`config.mk`:
```
export PLATFORM = sky130hd
export DESIGN_NAME = serial_sub_ctrl
export DESIGN_NICKNAME = d
export VERILOG_FILES = /design/src/rtl/sub_pkg.sv /design/src/rtl/serial_sub_ctrl_fs.sv /design/src/rtl/serial_sub_ctrl.sv
export SDC_FILE = /design/constraint.sdc
export NUM_CORES = 1
export LEC_CHECK = 0
export CAP_MARGIN = 10
export CORE_MARGIN = 2
export CORE_UTILIZATION = 60
export DETAILED_ROUTE_END_ITERATION = 8
export DONT_BUFFER_PORTS = 1
export GPL_TIMING_DRIVEN = 0
export PLACE_DENSITY = 0.79
export SLEW_MARGIN = 15
export SYNTH_ARGS = -nofsm -noshare
export SYNTH_HDL_FRONTEND = slang
export SYNTH_SLANG_ARGS = --single-unit
```
`constraint.sdc`:
```
create_clock -name clk -period 2.3 [get_ports clk]
set_clock_uncertainty 0.1 [all_clocks]
set_input_delay 0.46 -clock clk [delete_from_list [all_inputs] [get_ports clk]]
set_output_delay 0.46 -clock clk [all_outputs]
set_load 0.05 [all_outputs]
```
`src/rtl/sub_pkg.sv`:
```
// Shared definitions for the bit-serial subtraction controller: FSM encodings
// and the default operand width.
package sub_pkg;

  typedef enum logic [1:0] {
    ST_IDLE = 2'd0,
    ST_RUN  = 2'd1,
    ST_DONE = 2'd2
  } state_t;

  localparam int DEFAULT_WIDTH = 8;

endpackage : sub_pkg

```
`src/rtl/serial_sub_ctrl_fs.sv`:
```
// Single-bit full subtractor cell: diff = a - b - b_in, with borrow out.
module FS (
  input  logic a,
  input  logic b,
  input  logic b_in,
  output logic diff,
  output logic b_out
);

  assign diff  = a ^ b ^ b_in;
  // Borrow when the subtrahend side (b + b_in) exceeds a.
  assign b_out = (~a & (b | b_in)) | (b & b_in);

endmodule : FS

```
`src/rtl/serial_sub_ctrl.sv`:
```
// Bit-serial a - b - b_in controller: one FS step per clock, LSB first, with
// a start/busy/done handshake and a result register held between operations.
module serial_sub_ctrl
  import sub_pkg::*;
#(
  parameter int WIDTH = DEFAULT_WIDTH
) (
  input  logic             clk,
  input  logic             rst_n,
  input  logic             start,
  input  logic [WIDTH-1:0] a,
  input  logic [WIDTH-1:0] b,
  input  logic             b_in,
  output logic             busy,
  output logic             done,
  output logic [WIDTH-1:0] diff,
  output logic             b_out,
  output logic [1:0]       state
);

  // Handshake: start is a request sampled only in IDLE; the edge that sees it
  // accepts a/b/b_in. busy is high for exactly WIDTH cycles afterwards, then
  // done pulses for one cycle with diff/b_out already valid. Requests seen
  // while busy or done are dropped, not queued.

  localparam int CW = $clog2(WIDTH + 1);
  localparam logic [CW-1:0] LAST = CW'(WIDTH - 1);

  state_t           state_q, state_next;
  logic [WIDTH-1:0] sa, sb, wd;
  logic             br;
  logic [CW-1:0]    cnt;

  logic             accept, step, finish;
  logic             busy_next, done_next;
  logic             fs_diff, fs_borrow;
  logic [WIDTH-1:0] wd_shift;

  FS u_fs (
    .a    (sa[0]),
    .b    (sb[0]),
    .b_in (br),
    .diff (fs_diff),
    .b_out(fs_borrow)
  );

  // Shift-right with the fresh bit entering at the MSB; written without a
  // part-select so WIDTH=1 needs no special case.
  assign wd_shift = (wd >> 1) | (WIDTH'(fs_diff) << (WIDTH - 1));

  always_comb begin
    state_next = state_q;
    accept     = 1'b0;
    step       = 1'b0;
    finish     = 1'b0;
    case (state_q)
      ST_IDLE: begin
        if (start) begin
          accept     = 1'b1;
          state_next = ST_RUN;
        end
      end
      ST_RUN: begin
        step = 1'b1;
        if (cnt == LAST) begin
          finish     = 1'b1;
          state_next = ST_DONE;
        end
      end
      ST_DONE: begin
        state_next = ST_IDLE;
      end
      default: begin
        state_next = ST_IDLE;
      end
    endcase
    busy_next = (state_next == ST_RUN);
    done_next = (state_next == ST_DONE);
  end

  always_ff @(posedge clk or negedge rst_n) begin
    if (!rst_n) begin
      state_q <= ST_IDLE;
      busy    <= 1'b0;
      done    <= 1'b0;
    end else begin
      state_q <= state_next;
      busy    <= busy_next;
      done    <= done_next;
    end
  end

  always_ff @(posedge clk or negedge rst_n) begin
    if (!rst_n) begin
      sa    <= '0;
      sb    <= '0;
      wd    <= '0;
      br    <= 1'b0;
      cnt   <= '0;
      diff  <= '0;
      b_out <= 1'b0;
    end else if (accept) begin
      sa  <= a;
      sb  <= b;
      br  <= b_in;
      cnt <= '0;
    end else if (step) begin
      sa  <= sa >> 1;
      sb  <= sb >> 1;
      wd  <= wd_shift;
      br  <= fs_borrow;
      cnt <= cnt + 1'b1;
      if (finish) begin
        diff  <= wd_shift;
        b_out <= fs_borrow;
      end
    end
  end

  assign state = state_q;

endmodule : serial_sub_ctrl

```
# Word level (Yosys, flattened, before mapping)
# Index checks and enable logic that the tools add are counted.
# word_totals
word_cells,44
inputBits,20
reg_bits,42
output_inout_bits,13
# op_classes
addsub,1
n_mux,16
n_eq_ne,4
reduce_logical,4
bitwise,9
# ops
operator,n
$mux 8,4
$mux 4,2
$or 7x8->8,1
$mux 1,7
$add 4x1->4 const B,1
$eq 2x1->1 const B,2
$eq 4x3->1 const B,1
$mux 2,2
$pmux 2 s2,1
$reduce_and 3->1,1
$and 1x1->1,2
$eq 2x2->1 const B,1
$logic_not 2->1,1
$not 1->1,2
$or 1x1->1,2
$reduce_and 2->1,1
$reduce_bool 2->1,1
$xor 1x1->1,2

# Longest topological paths before layout
# logic_depth
word_depth,5
mapped_depth,5

# Cells and area by module
# A second synthesis with hierarchy kept.
# unflattened
hier_cells,155
hier_area_um2,1664.1
# by_module_without_submodules
module,cells_each,seq_area_each_um2,n_inst,area_each_um2
serial_sub_ctrl,152,1026.0,1,1636.6
FS,3,0.0,1,27.5

# Worst setup path before layout
# Ideal clock, no wire load.
# synth_timing
kind,register to register
start,reg state_q[0] (netlist: state[0])
end,reg b_out
setup_ps,125
path_stages_with_launch,4
path_buffers,0
t_arrival_ps,1581
slack_ps,494
cell_sequence,dfrtp_1 nand2b_1 nor3_4 mux2_2
# synth_via
elab_chain_cells,4
# synth_rtl
item,line_no,rtl
from (decl),serial_sub_ctrl.sv:29,"state_t state_q, state_next;"
from (signal assigned),serial_sub_ctrl.sv:87,state_q <= state_next;
$logic_not 2->1,serial_sub_ctrl.sv:56,case (state_q)
$mux 1,serial_sub_ctrl.sv:56,
$not 1->1 (no source line),--,
$reduce_and 3->1 (no source line) *,--,
to (signal assigned),serial_sub_ctrl.sv:115,b_out <= fs_borrow;
to (decl),serial_sub_ctrl.sv:17,"output logic b_out,"
# Every way passes the cells marked *; elsewhere a longest branch is shown, timed or not.
# A chain may end at the register's enable or synchronous reset.

# Worst setup path after layout
# layout_timing
start,reg state_q[0] (netlist: state[0])
end,reg diff[1]
# layout_via
elab_chain_cells,4
# layout_rtl
item,line_no,rtl
$logic_not 2->1,serial_sub_ctrl.sv:56,
$mux 1,serial_sub_ctrl.sv:56,
$not 1->1 (no source line),--,
$reduce_and 3->1 (no source line) *,--,
to (signal assigned),serial_sub_ctrl.sv:114,diff <= wd_shift;
to (decl),serial_sub_ctrl.sv:16,"output logic [WIDTH-1:0] diff,"
# Marks and branches as above.

==> flow_summary.yaml <==
floorplanning:
  core_area_sq_um: 2760
  io_pins: 33
  die_h_um: 57.9
  start_util_pct: 63.1
  num_rows: 19
  chipWidth_um: 57.9
  die_area_sq_um: 3350
final_layout:
  antenna_cells: 0
  fin_nets: 193
  drive_above_1_share_pct: 13.4
  final_cell_mix: "dfrtp_1, nand2_1, o21ai_0"
  final_common_cell: "dfrtp_1"
  syn2layout_area_growth_pct: 7.12
sta:
  setup_violations: 0
  rsz0062_at_grt: "no"
  max_freq_ghz: 0.496
  worst_pin_slew_ps: 614
  drv_slew: 0
  slew_headroom_pct: 59.1
  min_period_ps: 2020
  tns_ps: 0
  worst_slack_ps: 283
  hold_viol: 0
  min_period_over_period_pct: 87.7
cts:
  clk_path_buf_depth: 2
  cts_sinks: 41
  numCtsBuffers: 5
  clk_latency_ps: 350
  cts_setup_buffers: 0
  cts-root-buf: "clkbuf_4"
  clk_pin_slew_ps: 120
  tritoncts: "yes"
  h-tree-depth: 2
grt:
  grt.total_usage_pct: 21.4
  grt_pass1_vias: 1225
  overflow: 0
  antenna_found_initial: 0
  grt_pass1_wl_um: 5420
  grt_max_degree: 42
synth:
  synth_top_cell_by_area: "dfrtp_1"
  syn_avg_cell_area_sq_um: 10.7
  netlist_area_sq_um: 1740
  synth_cell_types: 23
  async_reset_ff_share_pct: 100
  synthFlopType: "dfrtp_1"
  ys_top_cells_by_area: "dfrtp_1, nand2_1, a22oi_1, o21ai_0, mux2_2"
  synth_edf_count: 0
  yosysSeqAreaShare_pct: 59.0
  ys_seq_elements: 41
  postSynthCellCount: 162
  syn-num-nets: 184
  synthDominantCellAreaShare_pct: 59.0
  yosys_warnings: 0
pwr:
  p_per_area_nw_per_um2: 1490
  power.leakage_uw: 0.000835
  ir_drop_mv: 0.964
placed_design:
  port_buffers: 0
  dp_hpwl_um: 2140
  gp_congestion: 0.770
  place_ws_ps: 286
route:
  num_vias: 1206
  drtIter0Drc: 92
  firstDrtPassIters: 4
  drcViolationCount: 0
  wl_per_cell_um: 15.3
  detail-route-antenna-nets: 0
  vias_per_cell: 5.94
  wirelength_um: 3100
critical_path:
  reg2reg_slack_ps: 280
  critPathArrivalTime_ps: 2160
  r2r_start: "state[0]"
  startpoint: "state[0]"
  path_max_fanout: 10
  cp-endpoint: "diff[1]"
  required_ps: 2440
  r2r-end: "diff[1]"
  cp-start-kind: "register"
  cp-end-kind: "register"
  reg2regPathDepth: 3
  path_class: "register to register"
hold_path:
  worstHoldPathType: "primary input to register"
outcome:
  outcome: "finished, final reports clean"
run:
  max_cap_violations: 0
-- layer usage --
metal	share of wire [%]	up-vias	wire (um)	GRT usage (%)
li1	-	580	-	-
met1	43	574	1330	27.2
met2	50	45	1540	35.1
met3	5.4	7	166	4.91
met4	2.0	0	61	9.97
met5	0	-	0	0
-- Yosys cell counts (2+ instances only) --
master    instances
nand2_1          33
nor2_1            2
nor2b_1           9
dfrtp_1          41
o21ai_0          19
buf_2             5
mux2_2            8
clkbuf_1          5
inv_1             3
a21oi_1           8
nand3_1           2
mux2i_1           2
a22oi_1          15
-- worst max-delay path: stages (launching register included) --
cell and delay (ps):
dfrtp_1 750, nand2b_1 230, nor3_4 430, mux2_2 390
-- power breakdown --
part / switching, uW / total (uW) / internal [uW]
Clock: 231 / 347 / 115
Combinational: 471 / 834 / 362
Sequential: 570 / 1590 / 1020
-- cell type report --
class | instances | area [sq um]
sequential | 41 | 1030
fill | 208 | 893
multi-input combinational | 108 | 659
buffer | 10 | 43.8
tap | 31 | 38.8
clock buffer | 5 | 37.5
timing repair buffer | 2 | 30.0
clock inverter | 3 | 17.5
inverter | 3 | 11.3
-- worst min path at each step --
stage | endpoint | slack [ps] | from | cells after the start
final | sb[7] | 170 | b[7] | 1
after global routing | sb[7] | 160 | b[7] | 1
after CTS | sb[7] | 160 | b[7] | 1
after detailed placement | diff[0] | 70 | rst_n | 0
after global placement | diff[0] | 70 | rst_n | 0
after floorplan | b_out | 60 | rst_n | 0
-- logic make-up after synthesis --
logic type	Yosys count	share of synthesized area [%]
AND/OR/NAND/NOR	49	12.9
AO/OA/AOI/OAI	47	16.8
flip-flops	41	59.0
buffers and inverters	13	3.16
multiplexers	10	6.33
adder cells (fa/ha/maj)	2	1.87
-- stage by stage --
stage	hold slack, ps	total power, uW	utilization [%]	instances	instance area [sq um]
after floorplan	64.4	2220	-	162	1740
after global placement	65.3	2370	64.5	193	1780
final	173	2770	67.6	203	1860
after CTS	163	2800	67.6	203	1860
after global routing	157	2990	67.6	203	1860
after detailed placement	65.2	2440	64.5	193	1780
-- repair_timing --
action	in CTS	in global routing
hold buffers	2	0
resized for setup	0	0
setup endpoints to repair	0	0
endpoints found under the hold margin	41	0
-- registers in the layout (all words and copies together), names as in the netlist --
register	count
cnt	4
state	2
br	1
sb	8
done	1
sa	8
wd	7
busy	1
b_out	1
diff	8
No activity file was read; power rests on OpenSTA's default activity.
